[config.mk]
export PLATFORM = sky130hd
export DESIGN_NAME = fan_out_in_pipe
export DESIGN_NICKNAME = d
export VERILOG_FILES = /design/src/rtl/fan_out_in_pkg.sv /design/src/rtl/fan_out_in_stage.sv /design/src/rtl/fan_out_in_pipe.sv
export SDC_FILE = /design/constraint.sdc
export NUM_CORES = 1
export LEC_CHECK = 0
export CORE_ASPECT_RATIO = 1.2
export CORE_MARGIN = 2
export CORE_UTILIZATION = 47
export DETAILED_ROUTE_END_ITERATION = 6
export DONT_BUFFER_PORTS = 1
export MAX_ROUTING_LAYER = met4
export REMOVE_ABC_BUFFERS = 1
export SLEW_MARGIN = 20
export SYNTH_ARGS = -nofsm -noshare
export SYNTH_HDL_FRONTEND = slang
export SYNTH_SLANG_ARGS = --single-unit
[constraint.sdc]
create_clock -name clk -period 1.52 [get_ports clk]
set_input_delay 0.152 -clock clk [delete_from_list [all_inputs] [get_ports clk]]
set_output_delay 0.152 -clock clk [all_outputs]
set_load 0.02 [all_outputs]
[src/rtl/fan_out_in_pkg.sv]
// Shared types and constants for the fan-out/fan-in pipeline.
// Latency: n/a (types and constant functions only).
// Backpressure: n/a.
package fan_out_in_pkg;

    // Bitwise reduction applied across the channel pipelines
    typedef enum logic [1:0] {
        OP_OR  = 2'd0,
        OP_AND = 2'd1,
        OP_XOR = 2'd2
    } reduce_op_e;

    localparam int BEAT_CNT_W = 16;

    // Fill bit of the reduction identity: all-ones for AND, zero for OR/XOR.
    // A disabled channel contributes this value replicated across the word.
    function automatic logic reduce_identity(input reduce_op_e op);
        return (op == OP_AND);
    endfunction

endpackage

[src/rtl/fan_out_in_stage.sv]
// One channel's DEPTH-deep register chain carrying (data, enable bit).
// Latency: DEPTH cycles from in_* to out_*; advances every cycle hold is low.
// Backpressure: hold=1 freezes every stage; validity is tracked by the parent.
//
// Ports:
//   clk, rst          clock, async active-high reset
//   hold              freeze the whole chain this cycle
//   in_data, in_en    stage-0 load value and channel enable bit
//   out_data, out_en  last-stage contents
module fan_out_in_stage #(
    parameter int WIDTH = 8,
    parameter int DEPTH = 2
) (
    input  logic             clk,
    input  logic             rst,
    input  logic             hold,
    input  logic [WIDTH-1:0] in_data,
    input  logic             in_en,
    output logic [WIDTH-1:0] out_data,
    output logic             out_en
);

    logic [DEPTH-1:0][WIDTH-1:0] data_q, data_d;
    logic [DEPTH-1:0]            en_q, en_d;

    // Stage 0 loads unconditionally when not held; a bubble is marked by the
    // shared valid chain in the parent, so the data content is don't-care.
    always_comb begin
        data_d = data_q;
        en_d   = en_q;
        if (!hold) begin
            data_d[0] = in_data;
            en_d[0]   = in_en;
            for (int k = 1; k < DEPTH; k++) begin
                data_d[k] = data_q[k-1];
                en_d[k]   = en_q[k-1];
            end
        end
    end

    always_ff @(posedge clk or posedge rst) begin
        if (rst) begin
            data_q <= '0;
            en_q   <= '0;
        end else begin
            data_q <= data_d;
            en_q   <= en_d;
        end
    end

    assign out_data = data_q[DEPTH-1];
    assign out_en   = en_q[DEPTH-1];

endmodule

[src/rtl/fan_out_in_pipe.sv]
// Broadcasts each accepted beat to N_CHANNELS pipelines and reduces them (OR/AND/XOR) into a registered output beat.
// Latency: DEPTH+1 cycles from acceptance to out_valid; 1 beat/cycle while out_ready=1.
// Backpressure: stall = out_valid && !out_ready freezes all stages and the output; in_ready = !stall.
//
// Ports:
//   clk, rst                  clock, async active-high reset
//   in_valid/in_ready         input handshake
//   in_data, in_chan_en       beat data (broadcast) and per-beat channel enable mask
//   out_valid/out_ready       output handshake
//   out_data, out_chan_en     reduced result and the mask that produced it
//   beat_count                output transfers accepted downstream (wraps)
module fan_out_in_pipe
    import fan_out_in_pkg::*;
#(
    parameter int         WIDTH      = 8,
    parameter int         N_CHANNELS = 3,
    parameter int         DEPTH      = 2,
    parameter reduce_op_e REDUCE_OP  = OP_OR
) (
    input  logic                  clk,
    input  logic                  rst,
    input  logic                  in_valid,
    output logic                  in_ready,
    input  logic [WIDTH-1:0]      in_data,
    input  logic [N_CHANNELS-1:0] in_chan_en,
    output logic                  out_valid,
    input  logic                  out_ready,
    output logic [WIDTH-1:0]      out_data,
    output logic [N_CHANNELS-1:0] out_chan_en,
    output logic [BEAT_CNT_W-1:0] beat_count
);

    localparam logic [WIDTH-1:0] FILL = {WIDTH{reduce_identity(REDUCE_OP)}};

    logic stall;
    logic accept;

    // Channels advance in lockstep, so one valid bit per stage covers all of them
    logic [DEPTH-1:0] vld_q, vld_d;

    logic [N_CHANNELS-1:0][WIDTH-1:0] ch_data;
    logic [N_CHANNELS-1:0]            ch_en;

    logic [WIDTH-1:0] red_val;
    logic [WIDTH-1:0] term;
    logic             beat_ok;

    logic                  out_valid_q, out_valid_d;
    logic [WIDTH-1:0]      out_data_q, out_data_d;
    logic [N_CHANNELS-1:0] out_chan_en_q, out_chan_en_d;
    logic [BEAT_CNT_W-1:0] beat_count_q, beat_count_d;

    assign stall    = out_valid_q && !out_ready;
    assign in_ready = !stall;
    assign accept   = in_valid && in_ready;

    always_comb begin
        vld_d = vld_q;
        if (!stall) begin
            vld_d[0] = accept;
            for (int k = 1; k < DEPTH; k++) begin
                vld_d[k] = vld_q[k-1];
            end
        end
    end

    for (genvar i = 0; i < N_CHANNELS; i++) begin : g_chan
        fan_out_in_stage #(
            .WIDTH (WIDTH),
            .DEPTH (DEPTH)
        ) u_stage (
            .clk      (clk),
            .rst      (rst),
            .hold     (stall),
            .in_data  (in_data),
            .in_en    (in_chan_en[i]),
            .out_data (ch_data[i]),
            .out_en   (ch_en[i])
        );
    end

    // Disabled channels are replaced by the identity so they cannot affect the result
    always_comb begin
        red_val = FILL;
        term    = FILL;
        for (int i = 0; i < N_CHANNELS; i++) begin
            term = ch_en[i] ? ch_data[i] : FILL;
            case (REDUCE_OP)
                OP_AND:  red_val = red_val & term;
                OP_XOR:  red_val = red_val ^ term;
                default: red_val = red_val | term;
            endcase
        end
    end

    // An all-zero mask beat is dropped here: it becomes a bubble and the
    // previous out_data / out_chan_en stay visible.
    assign beat_ok = vld_q[DEPTH-1] && (|ch_en);

    always_comb begin
        out_valid_d   = out_valid_q;
        out_data_d    = out_data_q;
        out_chan_en_d = out_chan_en_q;
        beat_count_d  = beat_count_q;
        if (!stall) begin
            out_valid_d = beat_ok;
            if (beat_ok) begin
                out_data_d    = red_val;
                out_chan_en_d = ch_en;
            end
        end
        if (out_valid_q && out_ready) begin
            beat_count_d = beat_count_q + BEAT_CNT_W'(1);
        end
    end

    always_ff @(posedge clk or posedge rst) begin
        if (rst) begin
            vld_q         <= '0;
            out_valid_q   <= 1'b0;
            out_data_q    <= '0;
            out_chan_en_q <= '0;
            beat_count_q  <= '0;
        end else begin
            vld_q         <= vld_d;
            out_valid_q   <= out_valid_d;
            out_data_q    <= out_data_d;
            out_chan_en_q <= out_chan_en_d;
            beat_count_q  <= beat_count_d;
        end
    end

    assign out_valid   = out_valid_q;
    assign out_data    = out_data_q;
    assign out_chan_en = out_chan_en_q;
    assign beat_count  = beat_count_q;

endmodule
Word level (Yosys, flattened, before mapping)
Cells that the tools add are included.
Word-level totals
  output and inout port bits: 29
  bits of input ports: 15
  flip-flop bits (word level): 52
Cells by class
  add/sub/neg operators: 1
  reduce and logical (&&, ||, !) cells: 8
  bitwise logic cells: 3
  mux-type cells: 3
Operators with widths (number)
  $mux 8: 3
  $add 16x1->16 const B: 1
  $or 8x8->8: 2
  $logic_and 1x1->1: 4
  $reduce_or 3->1: 1
  $logic_not 1->1: 2
  $reduce_and 2->1: 1
  $not 1->1: 1

Logic depth before layout (Yosys ltp)
Gate-level depths: netlist of the first run.
  depth in word-level cells: 4
  depth in mapped cells: 6
  gate-level depth less buffers: 4

Cells and area by module
A second synthesis of the first run with hierarchy kept.
Second synthesis, totals
  cells, all modules: 255
  area, all modules: 3756.1 µm²
By module, submodules not included
  fan_out_in_stage: area an instance 785.8 µm², instances 3, cells each 47
  fan_out_in_pipe: area an instance 1398.8 µm², instances 1, cells each 114

Worst setup path before layout of the first run
Ideal clock, no wire load.
  path type: reg2reg
  from: register out_valid_q (netlist: out_valid)
  to: register out_chan_en_q[0] (netlist: out_chan_en[0])
  path slack: -7 ps
  buffers on the path: 2
  stages on the path, launching flop included: 6
  arrival time: 1402 ps
  setup time: 125 ps
  path through: dfrtp_1 -> nor2b_1 -> buf_2 -> nor2_1 -> buf_4 -> mux2_2
On the way
  word-level cells in the longest chain between the ends: 3
RTL lines
  start: declaration: line fan_out_in_pipe.sv:48  | logic out_valid_q, out_valid_d;
  start signal: assignment: line fan_out_in_pipe.sv:126  | out_valid_q <= out_valid_d;
  $logic_and 1x1->1: line fan_out_in_pipe.sv:53  | assign stall = out_valid_q && !out_ready;
  $not 1->1 (no line)
  $reduce_and 2->1 (no line)
  end signal: assignment: line fan_out_in_pipe.sv:128  | out_chan_en_q <= out_chan_en_d;
  end: declaration: line fan_out_in_pipe.sv:50  | logic [N_CHANNELS-1:0] out_chan_en_q, out_chan_en_d;
Every way passes these cells.
A chain may end at the register's enable or synchronous reset.

Worst setup path after layout of the first run
  from: register out_valid_q (netlist: out_valid)
  to: output in_ready
On the way
  word-level cells in the longest chain between the ends: 2
RTL lines
  $logic_and 1x1->1: line fan_out_in_pipe.sv:53
  $logic_not 1->1
  end: declaration: line fan_out_in_pipe.sv:23  | output logic in_ready,
Every way passes these cells.

==> results of run 1 <==
## how the worst max path moves through the flow
stage,start,to,slack [ps],cells after the start
2_1_floorplan,out_valid,g_chan[0].u_stage.en_q[0],-1190,4
3_3_place_gp,out_valid,out_chan_en[1],-210,3
3_5_place_dp,out_valid,out_chan_en[2],-240,3
4_1_cts,out_valid,out_chan_en[0],40,3
5_1_grt,out_valid,out_chan_en[1],-30,3
6_report,out_valid,in_ready,60,6
## sequential cells by signal, indices dropped and copies added, names as in the netlist
signal	flops
g_chan.u_stage.data_q	8
g_chan.u_stage.out_data	8
out_data	8
out_valid	1
out_chan_en	3
g_chan.u_stage.en_q	6
vld_q	2
beat_count	16
## cell usage in the layout (no fill, tap or decap), drive strengths merged, types with 2 or more instances in the layout
cell / Yosys / final
xor2: 5 / 5
bufbuf: 0 / 2
nand3: 5 / 5
nor2: 2 / 2
xnor2: 10 / 10
dfrtp: 52 / 52
clkbuf: 4 / 8
dlygate4sd3: 0 / 13
nand2: 77 / 77
mux2: 12 / 12
and4: 5 / 5
buf: 4 / 25
and3: 5 / 5
nand4: 2 / 2
## worst max-delay path, cell delays in order (launching register included)
cell and delay [ps]:
dfrtp_1 350, nor2b_4 150, buf_4 130, buf_8 100, clkinv_4 50, buf_12 110, buf_8 120
## layer usage
metal	track usage	part of all wire	wire, um
met1	0.208	0.38	1580
met4	0.0638	0.014	59
met2	0.334	0.54	2220
met3	0.0576	0.062	255
met5	-	0	0
## cell families (layout without fill, tap and decap cells)
logic type | after synthesis | after routing
AO/OA/AOI/OAI | 1 | 1
XOR/XNOR | 15 | 15
adder cells (fa/ha/maj) | 1 | 1
buffers and inverters | 10 | 50
flip-flops | 52 | 52
multiplexers | 12 | 12
AND/OR/NAND/NOR | 97 | 97
## power breakdown
group	switching [mW]	total, mW	leakage (nW)	internal (mW)
registers	0.466	2.32	0.649	1.85
clock network	0.424	0.796	0.0455	0.372
logic	0.728	1.53	0.632	0.807
total	1.62	4.65	1.33	3.03
## area by class of cell
type | count | area, um^2
clock buffer | 8 | 90.1
multi-input combinational | 126 | 728
sequential | 52 | 1300
fill | 368 | 1620
inverter | 2 | 12.5
tap | 56 | 70.1
timing repair buffer | 40 | 410
## per-stage QoR
stage,utilization,setup WS (ps)
5_1_grt,0.618,-25.0
2_1_floorplan,-,-1190
3_3_place_gp,0.532,-206
3_5_place_dp,0.532,-238
4_1_cts,0.617,37.6
6_report,0.618,57.4
## repair_timing
item | in CTS | in global routing
hold buffers | 13 | 0
pin swaps | 0 | 0
setup endpoints to repair | 12 | 14
cloned | 2 | 0
setup buffers | 6 | 0
endpoints found under the hold margin | 35 | 0
gates resized for setup | 11 | 1
==> flow_metrics.env, run 1 <==
export IMPL_synth_warnings=0
export IMPL_synth_compound_area_share=0.00363
export IMPL_cts_root_buf="clkbuf_8"
export IMPL_synth_enable_flop_cells=0
export IMPL_finalSetupTns_ps=0
export IMPL_min_path_type="input pin to register"
export IMPL_yosysSeqAreaShare=0.630
export IMPL_fp_dieW_um=64.5
export IMPL_status="finished clean"
export IMPL_powerDensity_nw_per_um2=1780
export IMPL_synth_adder_area_share=0.00606
export IMPL_synth_simple_area_share=0.205
export IMPL_r2r_end="out_chan_en[2]"
export IMPL_crit_path_start_kind="register"
export IMPL_wl_per_cell_um=14.5
export IMPL_power_leakage_nw=1.33
export IMPL_ys_seq_elements=52
export IMPL_place_inst=256
export IMPL_synth_top_cell_by_area="dfrtp_1"
export IMPL_synthFlopType="dfrtp_1"
export IMPL_reg2reg_slack_ps=60
export IMPL_holdPathEnd="beat_count[0]"
export IMPL_overflow=0
export IMPL_finClkSkew_ps=3.69
export IMPL_syn2layout_area_growth_pct=26.5
export IMPL_wirelength_um=4120
export IMPL_finalPower_mw=4.65
export IMPL_min_from="out_ready"
export IMPL_whs_ps=45.7
export IMPL_drv_cap=0
export IMPL_n_antenna_cell=0
export IMPL_fmax_mhz=684
export IMPL_synth_cells=188
export IMPL_dieArea_um2=4940
export IMPL_clock_sinks=52
export IMPL_io_buffers=0
export IMPL_drt_iter0_markers=41
export IMPL_core_area_um2=4230
export IMPL_reg2reg_from="out_valid"
export IMPL_layout_drive_gt1_share=0.232
export IMPL_cts_buffers=5
export IMPL_slew_headroom=0.637
export IMPL_drtPass1Iterations=4
export IMPL_synthTopCellsByArea="dfrtp_1 (63%), nand2_1 (14%), mux2_2 (6.5%)"
export IMPL_tritoncts="done"
export IMPL_finalHoldViolations=0
export IMPL_io_pins=44
export IMPL_period_minus_slack_ps=1460
export IMPL_worst_slew_pin_slew_ps=544
export IMPL_worstPathArrival_ps=1310
export IMPL_synth_avg_cell_area_um2=11.0
export IMPL_via_per_inst=4.97
export IMPL_first_global_vias=1398
export IMPL_critical_path_peak_fanout=2
export IMPL_grt_usage=0.192
export IMPL_clk_pin_slew_ps=90
export IMPL_final_max_slew_viol_count=0
export IMPL_dpl_cell_area_um2=2250
export IMPL_synth_top_family_by_area="simple AND/OR/NAND/NOR gates"
export IMPL_worstHoldPathCells=2
export IMPL_htree_levels=2
export IMPL_crit_path_end_kind="output pin"
export IMPL_antenna_found_initial=0
export IMPL_cts_path_max_buffers=2
export IMPL_fin_crit_sh=0.962
export IMPL_synth_xor_area_frac=0.0672
export IMPL_vdd_drop_max_v=0.000970
export IMPL_synth_top_area_share=0.630
export IMPL_drc=0
export IMPL_rsz0062_at_grt="yes"
export IMPL_yosysMostFrequentCell="nand2_1"
export IMPL_start_util=0.488
export IMPL_die_y_um=76.6
export IMPL_gp_congestion=0.729
export IMPL_setup_viol=0
export IMPL_dp_hpwl_um=2640
export IMPL_ys_async_sr_fraction=1.00
export IMPL_ys_types=21
export IMPL_finalInstanceArea_um2=2610
export IMPL_fp_row_count=26
export IMPL_grt_max_degree=26
export IMPL_grt_pass1_wl_um=6890
export IMPL_worstRegToRegCells=3
export IMPL_vias=1411
export IMPL_ant_nets=0
export IMPL_required_ps=1370
export IMPL_fin_nets=243
export IMPL_syn_area_um2=2070
export IMPL_clk_latency_ps=300
export IMPL_criticalPathCategory="register to output pin"
export IMPL_yosys_top_cells_count="nand2_1 (77), dfrtp_1 (52), mux2_2 (12)"
export IMPL_muxShareOfSynthArea=0.0654
export IMPL_instances_no_fill=284
Power figures use the tool's default switching activity.
==> inputs of run 2 (changes only) <==
SLEW_MARGIN = not set   (was 20)
==> results of run 2 <==
Same layout as run 1: the final DEF is identical, and so are final timing and power.
==> inputs of run 3 (changes only) <==
ABC_CLOCK_PERIOD_IN_PS = 1520   (was not set)
GPL_ROUTABILITY_DRIVEN = 0   (was not set)
SLEW_MARGIN = 5   (was not set)
==> results of run 3 <==
Same layout as run 1: the final DEF is identical, and so are final timing and power.
